==> src/rtl/serial_traffic_gen_if.sv <==
// Serial link between a traffic source and a router local port.
// The source drives data; the router drives busy back.
interface serial_traffic_gen_if;
   logic data;
   logic busy;

   modport master (output data, input busy);
   modport slave  (input data, output busy);
endinterface

==> src/rtl/serial_traffic_gen.sv <==
// Serial frame source: start bit, destination, payload (LSB first),
// with selectable destination pattern, idle gap and packet limit.
module serial_traffic_gen #(
   parameter int          SRC_ID     = 0,
   parameter int          NUM_NODES  = 16,
   parameter int          ADDR_W     = 4,
   parameter int          PAYLOAD_W  = 8,
   parameter int          MODE       = 0,
   parameter int          FIXED_DEST = 0,
   parameter int          MAX_PKTS   = 0,
   parameter logic [15:0] SEED       = 16'hACE1
) (
   input  logic                  clk,
   input  logic                  reset,
   serial_traffic_gen_if.master  link,
   input  logic                  enable,
   input  logic [7:0]            rate,
   output logic [15:0]           pkt_count,
   output logic                  done
);
   localparam int FW = ADDR_W + PAYLOAD_W;
   localparam int L  = 1 + FW;
   localparam int CW = $clog2(L);
   localparam int H  = ADDR_W / 2;

   localparam logic [ADDR_W-1:0] SRC = ADDR_W'(SRC_ID);
   localparam logic [ADDR_W-1:0] FIX = ADDR_W'(FIXED_DEST);
   localparam logic [ADDR_W-1:0] TRN = {SRC[H-1:0], SRC[ADDR_W-1:H]};
   localparam logic [15:0]       LIM = 16'(MAX_PKTS);
   localparam logic [CW-1:0]     TOP = CW'(L - 1);

   typedef enum logic [1:0] {IDLE, GAP, SEND, DONE} state_t;

   state_t            state;
   logic [7:0]        gap_cnt;
   logic [15:0]       lfsr;
   logic [15:0]       lfsr_nxt;
   logic [15:0]       cnt_nxt;
   logic [ADDR_W-1:0] rr_ptr;
   logic [ADDR_W-1:0] rr_nxt;
   logic [ADDR_W-1:0] dest;
   logic [FW-1:0]     shreg;
   logic [CW-1:0]     bit_cnt;
   logic              start;

   always_comb begin
      lfsr_nxt = {1'b0, lfsr[15:1]} ^ (lfsr[0] ? 16'hB400 : 16'h0000);
      rr_nxt = (int'(rr_ptr) == NUM_NODES - 1) ? '0 : rr_ptr + ADDR_W'(1);
      if (rr_nxt == SRC)
         rr_nxt = (int'(rr_nxt) == NUM_NODES - 1) ? '0 : rr_nxt + ADDR_W'(1);
      dest = FIX;
      unique case (1'b1)
         (MODE == 1): dest = rr_nxt;
         (MODE == 2): dest = lfsr_nxt[ADDR_W-1:0];
         (MODE == 3): dest = TRN;
         default:     dest = FIX;
      endcase
      cnt_nxt = pkt_count + 16'd1;
      // The cycle the gap counter runs out doubles as the idle decision.
      start = enable && !link.busy &&
              (state == IDLE || (state == GAP && gap_cnt <= 8'd1));
   end

   always_ff @(posedge clk or negedge reset) begin
      if (!reset) begin
         state     <= IDLE;
         link.data <= 1'b0;
         pkt_count <= '0;
         done      <= 1'b0;
         gap_cnt   <= '0;
         lfsr      <= SEED;
         rr_ptr    <= SRC;
         shreg     <= '0;
         bit_cnt   <= '0;
      end else if (start) begin
         state     <= SEND;
         link.data <= 1'b1;
         shreg     <= {PAYLOAD_W'(pkt_count), dest};
         bit_cnt   <= TOP;
         gap_cnt   <= '0;
         lfsr      <= lfsr_nxt;
         rr_ptr    <= rr_nxt;
      end else begin
         unique case (state)
            IDLE: ;
            GAP: begin
               gap_cnt <= gap_cnt - 8'd1;
               if (gap_cnt <= 8'd1)
                  state <= IDLE;
            end
            SEND: begin
               if (bit_cnt == '0) begin
                  link.data <= 1'b0;
                  pkt_count <= cnt_nxt;
                  if (MAX_PKTS != 0 && cnt_nxt == LIM) begin
                     state <= DONE;
                     done  <= 1'b1;
                  end else begin
                     state   <= GAP;
                     gap_cnt <= (rate == 8'd0) ? 8'd1 : rate;
                  end
               end else begin
                  link.data <= shreg[0];
                  shreg     <= shreg >> 1;
                  bit_cnt   <= bit_cnt - CW'(1);
               end
            end
            DONE: ;
         endcase
      end
   end
endmodule

==> src/flat_wrapper.sv <==
// flat-port wrapper written by rule: the top's interface ports become plain ports
module serial_traffic_gen_flat 
#(
   parameter int          SRC_ID     = 0,
   parameter int          NUM_NODES  = 16,
   parameter int          ADDR_W     = 4,
   parameter int          PAYLOAD_W  = 8,
   parameter int          MODE       = 0,
   parameter int          FIXED_DEST = 0,
   parameter int          MAX_PKTS   = 0,
   parameter logic [15:0] SEED       = 16'hACE1
)
  (clk, reset, enable, rate, pkt_count, done, link_data, link_busy);
  serial_traffic_gen_if link_i ();
  input  logic clk;
  input  logic reset;
  input  logic enable;
  input  logic [7:0] rate;
  output logic [15:0] pkt_count;
  output logic done;
  output wire logic [$bits(link_i.data)-1:0] link_data;
  input wire logic [$bits(link_i.busy)-1:0] link_busy;
  assign link_data = link_i.data;
  assign link_i.busy = link_busy;
  serial_traffic_gen #(.SRC_ID(SRC_ID), .NUM_NODES(NUM_NODES), .ADDR_W(ADDR_W), .PAYLOAD_W(PAYLOAD_W), .MODE(MODE), .FIXED_DEST(FIXED_DEST), .MAX_PKTS(MAX_PKTS), .SEED(SEED)) u_core (.clk(clk), .reset(reset), .link(link_i), .enable(enable), .rate(rate), .pkt_count(pkt_count), .done(done));
endmodule
==> config.mk <==
export PLATFORM = sky130hd
export DESIGN_NAME = serial_traffic_gen_flat
export DESIGN_NICKNAME = d
export VERILOG_FILES = /design/src/rtl/serial_traffic_gen_if.sv /design/src/rtl/serial_traffic_gen.sv /design/src/flat_wrapper.sv
export SDC_FILE = /design/constraint.sdc
export NUM_CORES = 1
export LEC_CHECK = 0
export CAP_MARGIN = 25
export CORE_ASPECT_RATIO = 0.9
export CORE_MARGIN = 2
export CORE_UTILIZATION = 30
export CTS_CLUSTER_SIZE = 10
export DETAILED_ROUTE_END_ITERATION = 6
export PLACE_DENSITY = 0.6
export SLEW_MARGIN = 15
export SYNTH_ARGS = -nofsm -noshare
export SYNTH_HDL_FRONTEND = slang
export SYNTH_SLANG_ARGS = --single-unit
==> constraint.sdc <==
create_clock -name clk -period 4.25 [get_ports clk]
set_clock_uncertainty 0.2 [all_clocks]
set_input_delay 0.6375 -clock clk [delete_from_list [all_inputs] [get_ports clk]]
set_output_delay 0.6375 -clock clk [all_outputs]
set_load 0.02 [all_outputs]
**After elaboration in Yosys (flattened, before gate mapping)**

Cells that the tools add are included.

- Bits of input ports: 12
- Memory bits (writable): 0
- Memories: 0
- Bits in latches: 0
- Bits in read-only memories: 0
- Register bits after elaboration: 43
- Word-level logic and storage cells: 47
- Output and inout bits: 18

- Multiplexer cells: 17
- Shifts and indexed selects: 0
- Equality and inequality tests: 5
- Order comparisons: 1
- Reductions and logical operators: 14
- Multipliers: 0
- Add/sub/neg operators: 3
- Bitwise operators: 1
- Divide/modulo/power cells: 0

Operators with widths:

| operator | count |
|---|---|
| 12-bit two-way mux | 3 |
| 8-bit two-way mux | 3 |
| 16-bit by 1-bit adder with 16-bit output, second input constant | 1 |
| 8-bit case mux with 2 select lines | 1 |
| 4-bit two-way mux | 3 |
| 8-bit by 1-bit less-or-equal comparator with 1-bit output, second input constant | 1 |
| 8-bit zero test | 1 |
| 8-bit by 1-bit subtractor with 8-bit output, second input constant | 1 |
| 2-bit two-way mux | 3 |
| 3-bit AND reduction | 2 |
| 4-bit zero test | 1 |
| 2-bit case mux with 2 select lines | 1 |
| 2-bit AND reduction | 2 |
| 4-bit by 1-bit subtractor with 4-bit output, second input constant | 1 |
| 1-bit logical AND | 3 |
| 1-bit two-way mux | 3 |
| 3-bit by 1-bit inequality test with 1-bit output, second input constant | 1 |
| 3-bit by 2-bit inequality test with 1-bit output, second input constant | 1 |
| 3-bit nonzero test | 1 |
| 2-bit by 1-bit == test with 1-bit output, second input constant | 1 |
| 2-bit == test, second input constant | 1 |
| 2-bit zero test | 1 |
| 2-bit by 1-bit inequality test with 1-bit output, second input constant | 1 |
| 2-bit nonzero test | 1 |
| other kinds (3) | 3 |

**Logic depth before layout (Yosys ltp)**

Gate-level depths: netlist of run 1.

- Depth after elaboration: 6
- Mapped depth: 8
- Mapped depth without buffers: 6

**Least setup slack after synthesis of run 1**

OpenSTA, ideal clock, no wires.

- Path kind: reg-to-reg
- Start: reg u_core.bit_cnt[0]
- End: reg u_core.shreg[10]
- Period minus slack after synthesis: 2.049 ns
- Required time: 3.925 ns
- Arrival: 1.725 ns
- Cell stages (with the launch flop): 7
- Path buffers: 0
- Path slack: 2.201 ns
- Library setup time: 0.125 ns
- Cell sequence: dfrtp_1 > inv_1 > ha_1 > or3b_1 > nand2_2 > mux2_2 > mux2_2

- Longest elaborated chain between the ends: 3

RTL lines:

| item | RTL line | source |
|---|---|---|
| start, declared | serial_traffic_gen.sv:43 | `logic [CW-1:0] bit_cnt;` |
| start signal, assigned | serial_traffic_gen.sv:105 | `bit_cnt <= bit_cnt - CW'(1);` |
| 4-bit zero test | serial_traffic_gen.sv:92 | `if (bit_cnt == '0) begin` |
| 2-bit by 1-bit inequality test with 1-bit output (no source line) | - |  |
| 2-bit AND reduction (no source line) | - |  |
| end signal, assigned | serial_traffic_gen.sv:78 | `shreg <= {PAYLOAD_W'(pkt_count), dest};` |
| end signal, assigned | serial_traffic_gen.sv:104 | `shreg <= shreg >> 1;` |
| end, declared | serial_traffic_gen.sv:42 | `logic [FW-1:0] shreg;` |

No other way between the ends.
A chain may end at the register's enable or synchronous reset.

**Worst setup path after layout of run 1**

- Start: reg u_core.state[0]
- End: reg u_core.state[0]

- Longest elaborated chain between the ends: 6
- Elaborated cells on any way between the ends: 12
- Classes of those cells: 4 x eq/ne; 2 x mux; 6 x reduce/logical

RTL lines:

| item | RTL line | source |
|---|---|---|
| start, declared | serial_traffic_gen.sv:34 | `state_t state;` |
| start signal, assigned | serial_traffic_gen.sv:66 | `state <= IDLE;` |
| start signal, assigned | serial_traffic_gen.sv:76 | `state <= SEND;` |
| start signal, assigned | serial_traffic_gen.sv:89 | `state <= IDLE;` |
| 2-bit by 1-bit == test with 1-bit output | serial_traffic_gen.sv:61, serial_traffic_gen.sv:84 |  |
| 1-bit logical AND | serial_traffic_gen.sv:61 | `(state == IDLE \|\| (state == GAP && gap_cnt <= 8'd1));` |
| 1-bit logical OR | serial_traffic_gen.sv:61 |  |
| 1-bit logical AND | serial_traffic_gen.sv:60 | `start = enable && !link.busy &&` |
| 3-bit by 2-bit inequality test with 1-bit output (no source line) (tied with other cells) | - |  |
| 3-bit AND reduction (no source line) | - |  |

Several ways; a longest one is shown, not always the timed one.

==> results of run 1 <==
-- metal layers --
layer / up-vias / part of all wire [%] / GRT usage (%)
met3: 2 / 1.7 / 1.44
met1: 800 / 52 / 15.7
met4: 0 / 1.1 / 4.61
met2: 21 / 45 / 17.5
li1: 825 / - / -
met5: - / 0 / 0
-- placed cells by master (no fill, tap or decap), types with 6 or more instances in the layout --
| cell | count |
|---|---|
| dfrtp_1 | 43 |
| clkdlybuf4s50_1 | 27 |
| nand2_1 | 25 |
| xnor2_1 | 14 |
| nand3_1 | 13 |
| inv_1 | 11 |
| o21ai_0 | 10 |
| mux2_2 | 10 |
| nor2_1 | 9 |
| a21oi_2 | 9 |
| ha_1 | 7 |
| nor3_1 | 6 |
| mux2i_1 | 6 |
-- power breakdown --
part	leakage, nW	switching (W)	total, W	internal [W]
sequential	0.516	0.00000933	0.000426	0.000416
clock	0.0443	0.000148	0.000266	0.000118
combinational	0.549	0.0000217	0.0000435	0.0000218
-- worst register-to-register path: stages, from the launching register on --
cell and delay (ps):
dfrtp_1 400, inv_1 100, ha_1 620, inv_1 360, o21ai_1 760, o22ai_1 230, mux2i_1 170
-- how the worst max path moves through the flow --
stage	startpoint	slack (ps)	end	depth (start not counted)
detailed placement	u_core.state[0]$_DFFE_PN0P_	1330	u_core.state[0]$_DFFE_PN0P_	6
global route	u_core.state[0]$_DFFE_PN0P_	1000	u_core.state[0]$_DFFE_PN0P_	6
floorplan	u_core.bit_cnt[0]$_DFFE_PN0P_	2200	u_core.shreg[10]$_DFFE_PN0P_	6
CTS	u_core.state[0]$_DFFE_PN0P_	1290	u_core.state[0]$_DFFE_PN0P_	6
global placement	u_core.state[0]$_DFFE_PN0P_	1370	u_core.state[0]$_DFFE_PN0P_	6
finish	u_core.state[0]$_DFFE_PN0P_	1290	u_core.state[0]$_DFFE_PN0P_	6
-- cell type report --
cell class                 instances  area (µm²)
clock inverter                     3        25.0
inverter                          11        41.3
fill                             735        4770
sequential                        43        1080
clock buffer                       5        68.8
timing repair buffer              29         303
tap                               96         120
multi-input combinational        159        1140
-- logic make-up (layout without fill, tap and decap cells) --
| group | Yosys count | in the layout | synth area share (%) |
|---|---|---|---|
| AOI/OAI and AO/OA | 40 | 40 | 12.7 |
| and+or+nand+nor | 78 | 78 | 18.5 |
| adders and majority gates | 7 | 7 | 3.76 |
| DFF | 43 | 43 | 46.2 |
| muxes | 16 | 16 | 7.41 |
| other | 1 | 1 | 0.161 |
| xor gates and xnor gates | 17 | 17 | 6.39 |
| buffers and inverters | 21 | 48 | 4.99 |
-- stage by stage --
| stage | area (µm²) | instances | util (%) |
|---|---|---|---|
| after floorplan | 2330 | 223 | - |
| after global placement | 2650 | 337 | 35.1 |
| after detailed placement | 2650 | 337 | 35.1 |
| after CTS | 2750 | 345 | 36.4 |
| after global routing | 2770 | 346 | 36.7 |
| final | 2770 | 346 | 36.7 |
-- registers in the layout, summed over array words and instances, names as in the netlist --
register          count
u_core.gap_cnt        8
u_core.link.data      1
u_core.pkt_count     16
u_core.bit_cnt        4
u_core.shreg         12
u_core.state          2
==> results.md, run 1 <==
- Power density of the placed cells: 265 nW/µm²
- Critical Path Start Type: flop
- Number of buffers added to fix hold violations after cts: 0
- Mapped Avg Cell Area: 10.5 µm²
- Setup TNS Final: 0 ps
- Count of cells resized by post-cts repair: 0
- Ys async rst share: 100%
- Routed Wire Length: 4.56 mm
- Clock period minus final worst setup slack: 2960 ps
- Buffers inserted during post-CTS setup optimization: 0
- R2R Path Start: u_core.state[0]$_DFFE_PN0P_
- Deepest clock path buffer count: 2
- Clock buffers created by TritonCTS: 5
- Worst setup slack after layout: 1290 ps
- Power, Total: 0.000735 W
- Count of endpoints failing setup in the final report: 0
- Pins Over Slew Limit: 0
- Register-to-register path setup slack: 1290 ps
- Detailed-router iteration count before antenna repair: 4
- Number of nets in the finished design: 268
- GRT Total Usage: 11.1%
- Antenna violations before repair: 0
- Fraction of layout cells with a size suffix above 1: 15.2%
- Chip Height: 87.6 µm
- Proportion of synthesized chip area in sequential cells: 46.2%
- Most frequent cells after synthesis: dfrtp_1 (43), nand2_1 (25), xnor2_1 (14), nand3_1 (13), inv_1 (11)
- Total of buffers placed on input and output ports: 28
- Max-Cap Viols: 0
- Syn nets: 242
- Post-placement worst setup slack: 1330 ps
- Area added between synthesis and finish: 18.9%
- Tightest Pin Transition: 846 ps
- Part of the cycle the worst path needs: 69.5%
- Total global routing overflow: 0
- TritonCTS clock tree: yes
- Result of the run: complete, no violations
- Critical Path, Cell by Cell: inv_1, ha_1, inv_1, o21ai_1, o22ai_1, mux2i_1
- Worst-Skew Late Latency: 290 ps
- Wire length of the first global-routing pass: 7.71 mm
- Arr. time, crit path: 2910 ps
- Type of the worst setup path: flop to flop
- Cell class contributing the biggest share of worst-path delay: compound AO/OA/AOI/OAI gates
- Detail-routed net length per standard cell: 13.2 µm
- Final antenna-violating net count: 0
- Hold Path Class: input pin to asynchronous set/reset pin
- Flip-flop cell with the highest count after synthesis: dfrtp_1
- Post-DP HPWL: 3.12 mm
- Floorplan die width: 96.9 µm
- Total of warnings raised by yosys: 1
- Tightest slew margin relative to the limit: 43.2%
- Deepest level of the CTS H-tree: 2
- Max frequency: 0.338 GHz
- Fraction of post-synthesis cell area in the top cell type by area: 46.2%
- I/O pin total: 30
- Number of vias per cell: 4.76
- Starting Density: 30.9%
- Post-synthesis cell type count: 49
- CP required: 4210 ps
- Worst VDD drop: 0.140 mV
- Leakage dissipation: 1.11 nW
- Cell at the slowest stage of the critical path: o21ai_1
- RSZ-0062 raised after global routing: false
- Cell type with the largest total area after synthesis: dfrtp_1
- Max incr delay on CP: 760 ps
- Syn Std Cell Area: 2330 µm²
- Worst path buffer plus inverter count: 2
- Synthesized instance count: 223
- Cell at the root of the clock tree: clkbuf_8
- Kind of capture point of the worst setup path: flop
- Number of diodes: 0
- CORE AREA: 7540 µm²
- Area contributors post-synth: dfrtp_1 (46%), xnor2_1 (5.3%), mux2_2 (4.8%)
- Maximum fanout encountered on the critical timing path: 21
- Cell seen most often among critical-path stages: inv_1
- Number of enable-type register cells in the synthesized netlist: 0
- Vias in the first global route: 1619
- CTS clock-pin slew for the worst setup and hold paths: 90 ps
- Hold Fails Final Rpt: 0
- Worst R2R Path Depth: 6
- Number of storage elements in the synthesis netlist: 43
- Total die area: 8490 µm²
- Critical register-to-register path endpoint: u_core.state[0]$_DFFE_PN0P_
- Fin Hold WS: 122 ps
- Count of standard-cell rows: 30
- Pin count of the biggest net entering global routing: 44
- Number of design-rule violations left by the first detailed-router iteration: 84
- DRC: 0
- Top-count cell post-synth: dfrtp_1
- Total vias in the final route: 1648
- Sinks on Clock Net: 43
- Global placement routability congestion: 0.741
(Power assumes the default switching activity.)
==> run 2, diff against run 1 <==
==> constraint.sdc (replaced) <==
create_clock -name clk -period 3 [get_ports clk]
set_clock_uncertainty 0.2 [all_clocks]
set_input_delay 0.45 -clock clk [delete_from_list [all_inputs] [get_ports clk]]
set_output_delay 0.45 -clock clk [all_outputs]
set_load 0.02 [all_outputs]
==> run 2 against run 1 <==
Die area unchanged. Non-clock buffer count rose by 6. Sequential share of layout area decreased by 0.26 points. Global-route usage rose by 0.65 points. Via count is 3.3% higher. Fmax grew 12%. Register-to-register slack worse by 920 ps. Count of clock-buffer cells in the layout grew 1. First-iteration DRC count increased by 38%. Cell count is 1.7% higher. Clock power is 38% higher. Critical path depth grew 1. Critical path type unchanged.
==> results.md, run 2 (same netlist as run 1, synthesis figures left out) <==
- Post-Place Cells: 343 (was 337)
- Post-DP HPWL: 3.42 mm (was 3.12 mm)
- Buffers inserted during post-CTS setup optimization: 0 (unchanged)
- Kind of capture point of the worst setup path: flop (unchanged)
- Cell at the slowest stage of the critical path: o21ai_1 (unchanged)
- Placed cell area: 2700 µm² (was 2650 µm²)
- Tightest slew margin relative to the limit: 44.8% (was 43.2%)
- Clock buffers created by TritonCTS: 5 (unchanged)
- Count of non-filler cells in the finished layout: 352 (was 346)
- Part of the cycle the worst path needs: 87.6% (was 69.5%)
- Hold Path Class: flop to flop (was input pin to asynchronous set/reset pin)
- Fin Hold WS: 276 ps (was 122 ps)
- Design area: 2790 µm² (was 2770 µm²)
- GRT Total Usage: 11.8% (was 11.1%)
- Pins Over Slew Limit: 0 (unchanged)
- Utilization of the core after routing: 37.0% (was 36.7%)
- Type of the worst setup path: flop to flop (unchanged)
- Most common library cell in the layout ignoring fill and taps: dfrtp_1 (unchanged)
- Clock period minus final worst setup slack: 2630 ps (was 2960 ps)
- Total vias in the final route: 1702 (was 1648)
- Chip Height: 87.6 µm (unchanged)
- Antenna violations before repair: 0 (unchanged)
- Number of nets in the finished design: 274 (was 268)
- Total die area: 8490 µm² (unchanged)
- Deepest level of the CTS H-tree: 2 (unchanged)
- Register-to-register path setup slack: 370 ps (was 1290 ps)
- Pin count of the biggest net entering global routing: 26 (was 44)
- CTS clock-pin slew for the worst setup and hold paths: 90 ps (about the same)
- CORE AREA: 7540 µm² (unchanged)
- Cell class contributing the biggest share of worst-path delay: compound AO/OA/AOI/OAI gates (unchanged)
- Max incr delay on CP: 710 ps (was 760 ps)
- RSZ-0062 raised after global routing: false (unchanged)
- DRC: 0 (unchanged)
- Number of design-rule violations left by the first detailed-router iteration: 116 (was 84)
- Critical Path, Cell by Cell: inv_1, ha_1, buf_4, inv_1, o21ai_1, o22ai_1, mux2i_1 (was inv_1, ha_1, inv_1, o21ai_1, o22ai_1, mux2i_1)
- Total global routing overflow: 0 (unchanged)
- Cell seen most often among critical-path stages: inv_1 (unchanged)
- Total of buffers placed on input and output ports: 28 (unchanged)
- Arr. time, crit path: 2590 ps (was 2910 ps)
- Flip-flop count of the largest register after layout: 16 (unchanged)
- Count of endpoints failing setup in the final report: 0 (unchanged)
- Starting Density: 30.9% (unchanged)
- Worst VDD drop: 0.145 mV (was 0.140 mV)
- Routed Wire Length: 4.74 mm (was 4.56 mm)
- Power density of the placed cells: 370 nW/µm² (was 265 nW/µm²)
- Max frequency: 0.381 GHz (was 0.338 GHz)
- Critical Path Start Type: flop (unchanged)
- Worst path buffer plus inverter count: 3 (was 2)
- Hold Fails Final Rpt: 0 (unchanged)
- Detail-routed net length per standard cell: 13.5 µm (was 13.2 µm)
- Commonest cells after routing, fill and taps aside: dfrtp_1 (43), clkdlybuf4s50_1 (27), nand2_1 (25) (unchanged)
- Count of cells resized by post-cts repair: 0 (unchanged)
- Global placement routability congestion: 0.866 (was 0.741)
- I/O pin total: 30 (unchanged)
- Number of diodes: 0 (unchanged)
- TritonCTS clock tree: yes (unchanged)
- Vias in the first global route: 1678 (was 1619)
- Sinks on Clock Net: 43 (unchanged)
- Tightest Pin Transition: 822 ps (was 846 ps)
- CP required: 2960 ps (was 4210 ps)
- Worst-Skew Late Latency: 300 ps (was 290 ps)
- Maximum fanout encountered on the critical timing path: 17 (was 21)
- Max-Cap Viols: 0 (unchanged)
- Final antenna-violating net count: 0 (unchanged)
- Fraction of layout cells with a size suffix above 1: 16.4% (was 15.2%)
- Setup TNS Final: 0 ps (unchanged)
- Deepest clock path buffer count: 2 (unchanged)
- Number of vias per cell: 4.84 (was 4.76)
- Cell at the root of the clock tree: clkbuf_8 (unchanged)
- Wire length of the first global-routing pass: 8.16 mm (was 7.71 mm)
- Largest registers ranked by flip-flop count: u_core.pkt_count (16), u_core.shreg (12), u_core.gap_cnt (8) (unchanged)
- Area added between synthesis and finish: 19.8% (was 18.9%)
- Most flop-heavy register: u_core.pkt_count (unchanged)
- Detailed-router iteration count before antenna repair: 4 (unchanged)
- Number of buffers added to fix hold violations after cts: 1 (was 0)
- Count of standard-cell rows: 30 (unchanged)
- Floorplan die width: 96.9 µm (unchanged)
- Result of the run: complete, no violations (unchanged)
- Leakage dissipation: 1.13 nW (was 1.11 nW)
run 2: layout make-up:
| cell class | instances | area, µm² |
|---|---|---|
| timing repair buffer | 35 | 330 |
| multi-input combinational | 159 | 1140 |
| sequential | 43 | 1080 |
| inverter | 11 | 41.3 |
| clock inverter | 2 | 12.5 |
| clock buffer | 6 | 72.6 |
| fill | 738 | 4750 |
| tap | 96 | 120 |
run 2: through the flow:
stage / total power, W / setup WS, ps
after floorplan: 0.000639 / 951
after global placement: 0.000675 / 487
after detailed placement: 0.000676 / 416
after CTS: 0.00105 / 400
after global routing: 0.00108 / 158
final: 0.00103 / 373
run 2: worst paths after layout:
check                                                 start                                to  cells past startpoint
max                             u_core.state[0]$_DFFE_PN0P_       u_core.state[0]$_DFFE_PN0P_                      7
max in group asynchronous                             reset       u_core.shreg[2]$_DFFE_PN0P_                      3
min                        u_core.pkt_count[15]$_DFFE_PN0P_  u_core.pkt_count[15]$_DFFE_PN0P_                      1
min in group asynchronous                             reset       u_core.shreg[8]$_DFFE_PN0P_                      2
max reg2reg                     u_core.state[0]$_DFFE_PN0P_       u_core.state[0]$_DFFE_PN0P_                      7
min reg2reg                u_core.pkt_count[15]$_DFFE_PN0P_  u_core.pkt_count[15]$_DFFE_PN0P_                      1
run 2: metal layers:
layer  GRT usage, %  share of wire, %
met5              0                 0
met4           4.10               1.2
met1           16.6                52
met3           2.47               2.6
met2           18.2                44
run 2: report_power, final:
part	total [W]	switching, W	internal (W)
Sequential	0.000603	0.0000133	0.000590
Combinational	0.0000607	0.0000310	0.0000297
Clock	0.000368	0.000205	0.000163
